==> config.mk <==
export PLATFORM = sky130hd
export DESIGN_NAME = serial_sub
export DESIGN_NICKNAME = d
export VERILOG_FILES = /design/src/rtl/serial_sub.sv
export SDC_FILE = /design/constraint.sdc
export NUM_CORES = 1
export LEC_CHECK = 0
export ABC_AREA = 0
export BUFFER_PORTS_ARGS = -buffer_cell sky130_fd_sc_hd__buf_2
export CORE_ASPECT_RATIO = 1.75
export CORE_MARGIN = 3
export CORE_UTILIZATION = 42
export CTS_CLUSTER_SIZE = 12
export DETAILED_ROUTE_END_ITERATION = 8
export PLACE_DENSITY = 0.62
export RECOVER_POWER = 25
export REMOVE_ABC_BUFFERS = 1
export SLEW_MARGIN = 20
export SYNTH_ARGS = -nofsm -noshare
export SYNTH_HDL_FRONTEND = slang
export SYNTH_SLANG_ARGS = --single-unit
==> constraint.sdc <==
create_clock -name clk -period 2.7 [get_ports clk]
set_input_delay 0.135 -clock clk [delete_from_list [all_inputs] [get_ports clk]]
set_output_delay 0.135 -clock clk [all_outputs]
set_load 0.02 [all_outputs]
==> src/rtl/serial_sub.sv <==
// rtl/serial_sub.sv - bit-serial WIDTH-bit subtractor (a - b - bin), one full-subtract slice per clock
module serial_sub #(
    parameter int WIDTH = 8
) (
    input  logic             clk,
    input  logic             rst_n,
    input  logic             start,
    input  logic [WIDTH-1:0] a,
    input  logic [WIDTH-1:0] b,
    input  logic             bin,
    output logic             busy,
    output logic             done,
    output logic [WIDTH-1:0] diff,
    output logic             bout
);

    localparam int CW = (WIDTH > 2) ? $clog2(WIDTH) : 1;
    localparam logic [CW-1:0] LAST = CW'(WIDTH - 1);

    typedef enum logic [1:0] {IDLE, SHIFT, DONE} state_t;

    state_t           state;
    logic [WIDTH-1:0] a_sh;
    logic [WIDTH-1:0] b_sh;
    logic [WIDTH-1:0] res_sh;
    logic             borrow;
    logic [CW-1:0]    count;

    logic             d;
    logic             borrow_next;
    logic [WIDTH-1:0] res_next;

    // Single full-subtractor slice fed from the LSBs of the operand shifters.
    assign d           = a_sh[0] ^ b_sh[0] ^ borrow;
    assign borrow_next = (~a_sh[0] & b_sh[0]) | (~(a_sh[0] ^ b_sh[0]) & borrow);
    assign res_next    = {d, res_sh[WIDTH-1:1]};

    always_ff @(posedge clk or negedge rst_n) begin
        if (!rst_n) begin
            state  <= IDLE;
            busy   <= 1'b0;
            done   <= 1'b0;
            diff   <= '0;
            bout   <= 1'b0;
            a_sh   <= '0;
            b_sh   <= '0;
            res_sh <= '0;
            borrow <= 1'b0;
            count  <= '0;
        end else begin
            done <= 1'b0;
            case (state)
                IDLE: begin
                    if (start) begin
                        a_sh   <= a;
                        b_sh   <= b;
                        borrow <= bin;
                        count  <= '0;
                        busy   <= 1'b1;
                        state  <= SHIFT;
                    end
                end
                SHIFT: begin
                    a_sh   <= a_sh >> 1;
                    b_sh   <= b_sh >> 1;
                    res_sh <= res_next;
                    borrow <= borrow_next;
                    count  <= count + 1'b1;
                    // The last slice result goes straight to the output register.
                    if (count == LAST) begin
                        diff  <= res_next;
                        bout  <= borrow_next;
                        done  <= 1'b1;
                        state <= DONE;
                    end
                end
                DONE: begin
                    busy  <= 1'b0;
                    state <= IDLE;
                end
                default: begin
                    busy  <= 1'b0;
                    state <= IDLE;
                end
            endcase
        end
    end

endmodule

# After elaboration in Yosys (flattened, before gate mapping)
# Index checks and enable logic that the tools add are counted.
[word_totals]
register_bits = 41
latchBits = 0
rom_bits = 0
mem_count = 0
ramBits = 0
output_inout_bits = 11
in_bits = 20
[classes]
mul = 0
reduce_logical = 6
addsub = 1
eq_ne = 4
bitwise = 8
mux = 15
shifts = 0
n_lt_le_gt_ge = 0
div_mod_pow = 0
[ops]
columns = ["operator", "n"]
rows = [
  ["case mux 8 bit (2 select lines)", 2],
  ["2-to-1 mux 8 bit", 2],
  ["AND reduction 2 bit", 4],
  ["case mux 3 bit (2 select lines)", 1],
  ["2-to-1 mux 1 bit", 4],
  ["2-to-1 mux 2 bit", 2],
  ["!= test 2 bit (second input constant)", 2],
  ["case mux 1 bit (2 select lines)", 2],
  ["case mux 2 bit (2 select lines)", 1],
  ["adder 3 x 1 -> 3 bit (second input constant)", 1],
  ["equality test 3 bit (second input constant)", 1],
  ["2-to-1 mux 3 bit", 1],
  ["NOT 1 bit", 3],
  ["bitwise AND 1 bit", 2],
  ["equality test 2 x 1 -> 1 bit (second input constant)", 1],
  ["zero test 2 bit", 1],
  ["nonzero test 2 bit", 1],
  ["XOR 1 bit", 2],
  ["OR 1 bit", 1],
]

# Logic depth before layout (Yosys ltp)
# Gate-level depths: netlist of run 1.
[logic_depth]
depth_word = 5
depth_mapped = 6
depth_no_buf = 5

# Worst setup path before layout of run 1
# No wires, ideal clock.
[synth_timing]
path_kind = "reg-to-reg"
from = "reg count[0]"
to = "reg diff[0]"
path_stages_with_launch = 6
arrival_ns = 1.316
setup_slack_ns = 1.260
setup_ns = 0.125
cell_sequence = "dfrtp_1 -> ha_1 -> ha_1 -> nand3b_2 -> buf_6 -> mux2_2"
[synth_between]
elab_chain_cells = 2
[synth_rtl]
columns = ["element", "line", "rtl"]
rows = [
  ["start, declared", "27", "logic [CW-1:0] count;"],
  ["start signal, assigned", "68", "count <= count + 1'b1;"],
  ["equality test 3 bit", "70", "if (count == LAST) begin"],
  ["AND reduction 2 bit (no source line)", "-", ""],
  ["end signal, assigned", "71", "diff <= res_next;"],
  ["end, declared", "13", "output logic [WIDTH-1:0] diff,"],
]
# Every way passes these cells.
# A chain may end at the register's enable or synchronous reset.

# Final worst setup path of run 1
[layout_timing]
from = "reg count[0]"
to = "reg diff[3]"
# Same word-level chain as after synthesis.

==> results of run 1 <==
==> worst reg2reg max path: cells and delay by family, from the launching register on <==
family        cells  cell delay, ns
fa+ha+maj         2            0.44
simple gates      1            0.26
mux               1            0.37
flops             1            0.40
==> placed cells by master, fill, tap and decap left out, drive strengths merged, types with 2 or more instances in the layout <==
| master | netlist | layout |
|---|---|---|
| clkbuf | 1 | 18 |
| nand2 | 25 | 25 |
| a22o | 2 | 2 |
| o21ai | 6 | 6 |
| inv | 6 | 6 |
| a21oi | 16 | 16 |
| o22ai | 26 | 26 |
| buf | 10 | 18 |
| dfrtp | 40 | 40 |
| ha | 2 | 2 |
| nor2b | 2 | 2 |
| mux2 | 8 | 8 |
| nor2 | 3 | 3 |
==> what timing repair did <==
item	4_1_cts	5_1_grt
buffers inserted	0	0
endpoints found under the hold margin	40	0
hold buffers	1	0
resized for setup	0	0
==> power groups by stage <==
stage | Combinational, uW | Clock, uW | Sequential, uW
floorplan | 533 | 0 | 1120
global placement | 824 | 0 | 1070
detailed placement | 865 | 0 | 1090
CTS | 869 | 380 | 1080
global route | 949 | 407 | 1110
finish | 836 | 368 | 1080
==> final timing paths <==
kind	start	slack, ns	end
max in group asynchronous	rst_n	1.56	diff[1]
min in group asynchronous	rst_n	0.53	diff[4]
setup reg to reg	count[0]	1.12	diff[3]
hold reg to reg	bout	0.48	bout
hold / removal	a[7]	0.09	a_sh[7]
setup / recovery	count[0]	1.12	diff[3]
==> sequential cells by signal (all words and copies together), names as in the netlist <==
| name | count |
|---|---|
| bout | 1 |
| res_sh | 7 |
| diff | 8 |
| b_sh | 8 |
| a_sh | 8 |
| state | 2 |
| done | 1 |
| borrow | 1 |
| count | 3 |
| busy | 1 |
==> per-stage QoR <==
stage | cells | hold WS (ns) | instance area, um^2
global placement | 223 | 0.291 | 1840
CTS | 231 | 0.0866 | 1930
global route | 231 | 0.116 | 1920
finish | 231 | 0.0912 | 1920
floorplan | 145 | -0.161 | 1630
detailed placement | 223 | 0.300 | 1840
==> final cells by class <==
class	count	area (um^2)
Fill cell	386	1990
Sequential cell	40	1000
Multi-Input combinational cell	99	608
Timing Repair Buffer	31	146
Clock buffer	6	72.6
Tap cell	48	60.1
Inverter	6	22.5
Clock inverter	1	5.00
==> per-layer routing <==
metal  global-route usage (%)  vias to the layer above  part of all wire, %
met5                        0                        -                    0
met4                     7.07                        0                  2.4
met3                     3.98                        7                  4.8
met2                     26.7                       39                   52
met1                     20.6                      639                   40
li1                         -                      613                    -
==> cell families after synthesis <==
kind of cell	after synthesis	share of synthesized area [%]
AO/OA/AOI/OAI	53	18.4
adder cells (fa/ha/maj)	3	2.64
buffers and inverters	17	5.51
flip-flops	40	58.8
multiplexers	8	5.29
AND/OR/NAND/NOR	35	9.33
==> flow_summary_export.csv, run 1 <==
group,metric,value,unit
sta,hold_violations,0,
sta,setup-tns-final,0,ns
sta,setup_viol,0,
power_and_ir_drop,sequentialPowerShare,47.2,%
synthesis,synth_edf_count,0,
sta,fin_ws,1.12,ns
job,maxCapViolations,0,
outcome,status,"finished, final reports clean",
routing,drc_errors,0,
routing,wirelength,3570,um
worst_setup_path,path_cells,"ha_1 > ha_1 > nand3b_2 > mux2_2",
synthesis,synth-seq-area-share,58.8,%
global_routing,grt_usage,16.7,%
synthesis,synthArstFlopShare,100,%
placed_design,hpwl,2490,um
routing,dr_total_vias,1298,
clocking,clockBufferDepth,2,
synthesis,synth.area.top_cells,"dfrtp_1 59%, o22ai_1 9.6%, nand2_1 5.5%",
synthesis,synth.most_common_cell,"dfrtp_1",
synthesis,syn_avg_cell_area,10.9,um^2
clocking,insertion_delay,0.28,ns
clocking,cts_root_buffer,"clkbuf_8",
global_routing,gr-total-overflow,0,
global_routing,antenna_found_initial,0,
die,die_area,0.00488,mm^2
synthesis,yosysUniqueCellTypes,24,
die,ioPinCount,31,
clocking,htree_num_levels,2,
sta,worstMarginPinSlew,0.984,ns
synthesis,synth-seq-cells,40,
clocking,clkSinkCount,40,
sta,rsz0062_at_grt,"no",
worst_setup_path,cp_max_fo,12,
global_routing,grt_pass1_wl,6100,um
routing,drt-pass1-iter-count,4,
worst_setup_path,cp.arrival,1.75,ns
placed_design,routabilityCongestion,0.723,
worst_setup_path,endpoint_kind,"register",
die,fp.dieW,54.1,um
placed_design,post-place-ws,1.12,ns
synthesis,synthesis.area,0.00170,mm^2
worst_setup_path,critical_path_depth,4,
power_and_ir_drop,power_density,1190,mW/mm^2
die,core_area,0.00390,mm^2
die,die_h,90.2,um
power_and_ir_drop,p_switching,890,uW
synthesis,syn_inst,156,
worst_setup_path,cpMaxStageDelayCell,"dfrtp_1",
sta,period_share,58.5,%
power_and_ir_drop,combPwrFrac,36.7,%
die,num_rows,30,
power_and_ir_drop,p_sw_share,39.0,%
sta,max_freq,633,MHz
clocking,cts_tree,"done",
synthesis,yosys.area.top_type_share,58.8,%
worst_setup_path,worstPathRequired,2.87,ns
worst_hold_path,hp-class,"in -> reg",
routing,wl_per_cell,15.5,um
global_routing,grt_pass1_vias,1316,
final_layout,n_antenna_cell,0,
worst_setup_path,start_kind,"register",
synthesis,ys_top_cells_by_count,"40 x dfrtp_1, 26 x o22ai_1, 25 x nand2_1",
sta,relSlewSlack,34.4,%
routing,routed_via_density,5.62,
worst_setup_path,ff2ff_path_depth,4,
final_layout,final_util,49.1,%
synthesis,yosysWarnings,0,
sta,fin_crit,1.58,ns
worst_setup_path,cpMostUsedCell,"ha_1",
routing,route.antenna.remaining_nets,0,
power_and_ir_drop,power.leakage,0.000904,uW
clocking,cts_made_buffers,5,
placed_design,portBuffers,30,
power_and_ir_drop,clockPowerShare,16.1,%
sta,slew_viol_final,0,
synthesis,yosys.area.top_type,"dfrtp_1",
power_and_ir_drop,power,2280,uW
worst_setup_path,worstSetupPathType,"reg -> reg",
global_routing,grt_max_degree,41,
final_layout,drive_gt1_share,19.1,%
die,start_util,43.6,%
final_layout,final_nets,206,
routing,drtIter0Drc,22,
power_and_ir_drop,peakVddDrop,0.000611,V
worst_hold_path,worstHoldPathCells,3,
clocking,clk_pin_slew_worst_paths,0.07,ns
worst_setup_path,cp_top_family,"adder cells",
power_and_ir_drop,intPower,1390,uW
worst_setup_path,crit_buf_inv,0,
sta,finalClockSkew,0.00214,ns
worst_setup_path,slowest_delay,0.40,ns
final_layout,syn_to_final_growth,12.5,%
synthesis,synth-main-ff-cell,"dfrtp_1",
Power figures use the tool's default switching activity.
==> run 2: changes to the inputs <==
==> constraint.sdc (replaced) <==
create_clock -name clk -period 1.66 [get_ports clk]
set_input_delay 0.083 -clock clk [delete_from_list [all_inputs] [get_ports clk]]
set_output_delay 0.083 -clock clk [all_outputs]
set_load 0.02 [all_outputs]
==> run 2 against run 1 <==
  * Clock power grew 110%
  * Sequential cell count is the same
  * Via count shrank 0.69%
  * Combinational power grew 77%
  * Fmax grew 2.4%
  * Highest routed layer unchanged
  * Die area is the same
  * Clock skew grew 0.0056 ns
  * Critical path depth is the same
  * Core utilization grew 3.3 points
==> flow_summary_export.csv, run 2 (same netlist as run 1, synthesis figures left out) <==
group,metric,value,unit
sta,setup-tns-final,0,ns
worst_hold_path,worstHoldPathCells,3,
die,die_area,0.00488,mm^2
clocking,cts_resized,0,
final_layout,multiInputGateArea,608,um^2
worst_setup_path,endpoint_kind,"register",
routing,routed_via_density,5.33,
final_layout,final_util,52.4,%
worst_setup_path,r2r_slack,0.12,ns
final_layout,seq_area,0.00100,mm^2
clocking,hold_buffers,1,
power_and_ir_drop,peakVddDrop,0.00117,V
die,num_rows,30,
worst_hold_path,worstHoldStart,"b[7]",
power_and_ir_drop,sequentialPowerShare,43.4,%
worst_setup_path,worstSetupPathType,"reg -> reg",
clocking,cts_tree,"done",
worst_setup_path,rr_startpoint,"count[0]",
clocking,clk_pin_slew_worst_paths,0.08,ns
global_routing,use_met2,25.1,%
clocking,cts_root_buffer,"clkbuf_8",
worst_setup_path,cp_max_fo,12,
global_routing,grt_pass1_vias,1286,
global_routing,met3_usage,4.31,%
final_layout,mostFrequentLayoutCells,"40 x dfrtp_1, 29 x buf_2, 26 x o22ai_1",
final_layout,final_common_cell,"dfrtp_1",
clocking,cts_setup_buffers,0,
power_and_ir_drop,intPower,2530,uW
power_and_ir_drop,combPwrFrac,37.2,%
routing,drtIter0Drc,24,
global_routing,grt_usage,15.7,%
routing,drc_errors,0,
sta,hold_violations,0,
sta,slew_viol_final,0,
sta,relSlewSlack,27.7,%
power_and_ir_drop,power_density,1940,mW/mm^2
worst_setup_path,cp.arrival,1.72,ns
final_layout,n_antenna_cell,0,
die,ioPinCount,31,
outcome,status,"finished, final reports clean",
clocking,htree_num_levels,2,
final_layout,drive_gt1_share,28.9,%
clocking,clkSinkCount,40,
worst_hold_path,holdPathEnd,"b_sh[7]",
sta,setup_viol,0,
sta,max_freq,648,MHz
final_layout,syn_to_final_growth,20.1,%
die,core_area,0.00390,mm^2
routing,dr_total_vias,1289,
worst_setup_path,slowest_delay,0.40,ns
worst_setup_path,r2r_end,"diff[6]",
power_and_ir_drop,p_sw_share,36.2,%
global_routing,busiest_layer,"met2",
final_layout,n_fill_cell,384,
worst_hold_path,hp-class,"in -> reg",
sta,worstMarginPinSlew,1.08,ns
routing,wl_per_cell,14.1,um
global_routing,grt_use_met1,19.3,%
clocking,cts_made_buffers,5,
die,die_h,90.2,um
sta,period_share,93.0,%
worst_setup_path,cpMostUsedCell,"ha_1",
power_and_ir_drop,clockPowerShare,19.4,%
placed_design,routabilityCongestion,0.754,
worst_setup_path,ff2ff_path_depth,4,
sta,fin_crit,1.54,ns
routing,route.antenna.remaining_nets,0,
placed_design,portBuffers,30,
die,start_util,43.6,%
power_and_ir_drop,p_switching,1440,uW
final_layout,top_regs,"a_sh x8, b_sh x8, diff x8",
placed_design,hpwl,2520,um
routing,drt-pass1-iter-count,4,
global_routing,gr-total-overflow,0,
routing,wirelength,3410,um
worst_setup_path,path_cells,"ha_1 > ha_1 > nand3b_2 > mux2_2",
worst_setup_path,cpMaxStageDelayCell,"dfrtp_1",
global_routing,antenna_found_initial,0,
worst_setup_path,worstPathRequired,1.83,ns
job,maxCapViolations,0,
global_routing,grt_max_degree,23,
power_and_ir_drop,power.leakage,0.00100,uW
die,fp.dieW,54.1,um
final_layout,final_nets,216,
sta,finalClockSkew,0.00777,ns
worst_setup_path,start_kind,"register",
global_routing,grt_pass1_wl,5700,um
clocking,insertion_delay,0.29,ns
sta,rsz0062_at_grt,"no",
clocking,clockBufferDepth,2,
run 2: worst max path at each step:
| stage | slack, ns | startpoint | end |
|---|---|---|---|
| 2_1_floorplan | 0.23 | count[0] | diff[0] |
| 3_3_place_gp | 0.15 | count[0] | diff[6] |
| 3_5_place_dp | 0.12 | count[0] | diff[6] |
| 4_1_cts | 0.10 | count[0] | diff[6] |
| 5_1_grt | 0.03 | count[0] | diff[6] |
| 6_report | 0.12 | count[0] | diff[6] |
run 2: critical path: cells and delay by family (launching register included):
kind,cells,cell delay [ns]
multiplexers,1,0.38
flip-flops,1,0.40
AND/OR/NAND/NOR,1,0.24
adder cells (fa/ha/maj),2,0.41
run 2: metal layers:
metal	wire length, um	part of all wire, %
met1	1400	41
met2	1760	52
met3	185	5.4
met4	57	1.7
met5	0	0
run 2: power by group through the flow:
| stage | clock network (uW) | registers, uW | logic [uW] |
|---|---|---|---|
| floorplan | 0 | 1820 | 868 |
| global placement | 0 | 1730 | 1460 |
| detailed placement | 0 | 1750 | 1490 |
| CTS | 795 | 1730 | 1500 |
| global route | 833 | 1790 | 1670 |
| finish | 771 | 1720 | 1480 |
run 2: final cells by class:
cell class / count / area share (%)
Sequential cell: 40 / 48.9
Multi-Input combinational cell: 99 / 29.7
Timing Repair Buffer: 41 / 12.0
Clock buffer: 6 / 3.55
Tap cell: 48 / 2.94
Clock inverter: 2 / 1.71
Inverter: 6 / 1.10
run 2: stage by stage:
stage	cells	cell area, um^2	hold WS [ns]	total power (uW)	setup slack (ns)
finish	242	2050	0.0414	3970	0.117
global route	242	2050	0.0594	4300	0.0262
CTS	242	2050	0.0352	4020	0.102
detailed placement	233	1930	0.0525	3240	0.116
global placement	233	1930	0.0439	3180	0.153
floorplan	145	1630	-0.213	2690	0.229
==> run 3: changes to the inputs <==
--- a/config.mk
+++ b/config.mk
@@ -14,7 +14,6 @@
 export DETAILED_ROUTE_END_ITERATION = 8
 export PLACE_DENSITY = 0.62
 export RECOVER_POWER = 25
-export REMOVE_ABC_BUFFERS = 1
 export SLEW_MARGIN = 20
 export SYNTH_ARGS = -nofsm -noshare
 export SYNTH_HDL_FRONTEND = slang
==> run 3 against run 2 <==
  * Critical path depth is the same
  * Clock power shrank 22%
  * Count of clock-buffer cells in the layout unchanged
  * Total power decreased by 4.3%
  * Combinational power barely moved
  * Sequential share of layout area increased by 1.4 points
  * Final area decreased by 2.9%
  * Sequential cell count unchanged
  * Fmax shrank 1.2%
  * Highest routed layer unchanged
==> flow_summary_export.csv, run 3 (same netlist as run 1, synthesis figures left out) <==
group,metric,value,unit
routing,drt-pass1-iter-count,4,
sta,period_share,94.1,%
sta,rsz0062_at_grt,"no",
sta,fin_crit,1.56,ns
worst_setup_path,slowest_delay,0.40,ns
routing,wirelength,3460,um
power_and_ir_drop,combPwrFrac,38.6,%
die,ioPinCount,31,
power_and_ir_drop,peakVddDrop,0.000987,V
power_and_ir_drop,p_sw_share,37.7,%
routing,wl_per_cell,14.5,um
die,fp.dieW,54.1,um
final_layout,drive_gt1_share,28.3,%
die,die_area,0.00488,mm^2
sta,hold_violations,0,
clocking,cts_root_buffer,"clkbuf_8",
clocking,htree_num_levels,2,
clocking,cts_setup_buffers,0,
routing,route.antenna.remaining_nets,0,
die,core_area,0.00390,mm^2
sta,relSlewSlack,34.6,%
routing,wl_met1,1420,um
global_routing,antenna_found_initial,0,
placed_design,post-place-ws,0.0967,ns
worst_setup_path,worstSetupPathType,"reg -> reg",
die,num_rows,30,
worst_setup_path,crit_buf_inv,0,
global_routing,grt_pass1_vias,1308,
final_layout,multiInputGateArea,608,um^2
outcome,status,"finished, final reports clean",
placed_design,portBuffers,30,
sta,finalClockSkew,0.00274,ns
routing,wl_met2,1880,um
worst_setup_path,cpMostUsedCell,"ha_1",
power_and_ir_drop,sequentialPowerShare,45.6,%
die,start_util,43.6,%
worst_hold_path,worstHoldPathCells,3,
power_and_ir_drop,power_density,1910,mW/mm^2
clocking,clk_pin_slew_worst_paths,0.07,ns
power_and_ir_drop,p_switching,1430,uW
clocking,cts_tree,"done",
final_layout,syn_to_final_growth,16.7,%
worst_setup_path,cp_max_fo,12,
worst_setup_path,cp_top_family,"adder cells",
final_layout,final_common_cell,"dfrtp_1",
sta,fin_ws,0.0979,ns
worst_setup_path,critical_path_depth,4,
final_layout,top_regs,"a_sh x8, b_sh x8, diff x8",
routing,routed_via_density,5.33,
power_and_ir_drop,clockPowerShare,15.9,%
sta,max_freq,640,MHz
global_routing,grt_pass1_wl,5890,um
synthesis,synth_nets,179,
worst_setup_path,worstPathRequired,1.83,ns
worst_hold_path,hp-class,"in -> reg",
clocking,cts_resized,0,
final_layout,n_antenna_cell,0,
power_and_ir_drop,power.leakage,0.000978,uW
final_layout,final_util,50.9,%
global_routing,grt_usage,16.0,%
clocking,clockBufferDepth,2,
routing,top_layer,"met4",
sta,setup-tns-final,0,ns
routing,dr_total_vias,1273,
clocking,cts_made_buffers,5,
power_and_ir_drop,intPower,2370,uW
power_and_ir_drop,power,3800,uW
routing,met3_length,127,um
worst_setup_path,ff2ff_path_depth,4,
global_routing,grt_max_degree,41,
sta,setup_viol,0,
die,die_h,90.2,um
worst_setup_path,endpoint_kind,"register",
job,maxCapViolations,0,
routing,drtIter0Drc,30,
routing,drc_errors,0,
worst_setup_path,path_cells,"ha_1 > ha_1 > nand3b_2 > mux2_2",
clocking,insertion_delay,0.28,ns
final_layout,mostFrequentLayoutCells,"40 x dfrtp_1, 30 x buf_2, 26 x o22ai_1",
clocking,clkSinkCount,40,
worst_setup_path,start_kind,"register",
placed_design,routabilityCongestion,0.741,
worst_setup_path,cp.arrival,1.73,ns
global_routing,gr-total-overflow,0,
final_layout,final_nets,214,
sta,hold_slack,0.0364,ns
final_layout,n_fill_cell,396,
worst_setup_path,cpMaxStageDelayCell,"dfrtp_1",
final_layout,seq_area,0.00100,mm^2
placed_design,hpwl,2540,um
sta,slew_viol_final,0,
sta,worstMarginPinSlew,0.981,ns
run 3: what timing repair did:
item / CTS / global route
setup endpoints to repair: 0 / 0
hold endpoints to repair: 40 / 0
hold buffers: 1 / 0
run 3: area by class of cell:
cell class                      instances  area share [%]
Multi-Input combinational cell         99            30.6
Clock inverter                          1           0.252
Clock buffer                            6            3.65
Inverter                                6            1.13
Timing Repair Buffer                   39            11.0
Tap cell                               48            3.02
Sequential cell                        40            50.4
run 3: per-stage QoR:
stage                     cell area [um^2]  instances
after floorplan                       1700        156
after global placement                1900        231
after detailed placement              1900        231
after CTS                             1990        239
after global routing                  1990        239
final                                 1990        239
run 3: worst reg2reg max path, stage by stage (launching register included):
cell and delay, ns:
dfrtp_1 0.40, ha_1 0.21, ha_1 0.20, nand3b_2 0.25, mux2_2 0.38
run 3: metal layers:
metal | vias to the layer above | global-route usage [%]
li1 | 632 | -
met5 | - | 0
met1 | 612 | 19.8
met3 | 2 | 3.98
met4 | 0 | 4.37
met2 | 27 | 26.5
run 3: path summary, 6_finish.rpt:
check / startpoint / endpoint / slack (ns)
max in group asynchronous: rst_n / a_sh[3] / 0.49
setup reg to reg: count[0] / diff[2] / 0.1
hold / removal: b[7] / b_sh[7] / 0.04
setup / recovery: count[0] / diff[2] / 0.1
hold reg to reg: bout / bout / 0.48
min in group asynchronous: rst_n / res_sh[1] / 0.57
run 3: power groups by stage:
stage          Sequential, uW  Clock (uW)  Combinational [uW]
2_1_floorplan            1800           0                 976
3_3_place_gp             1730           0                1430
3_5_place_dp             1760           0                1480
4_1_cts                  1740         625                1490
5_1_grt                  1790         665                1690
6_report                 1730         603                1470
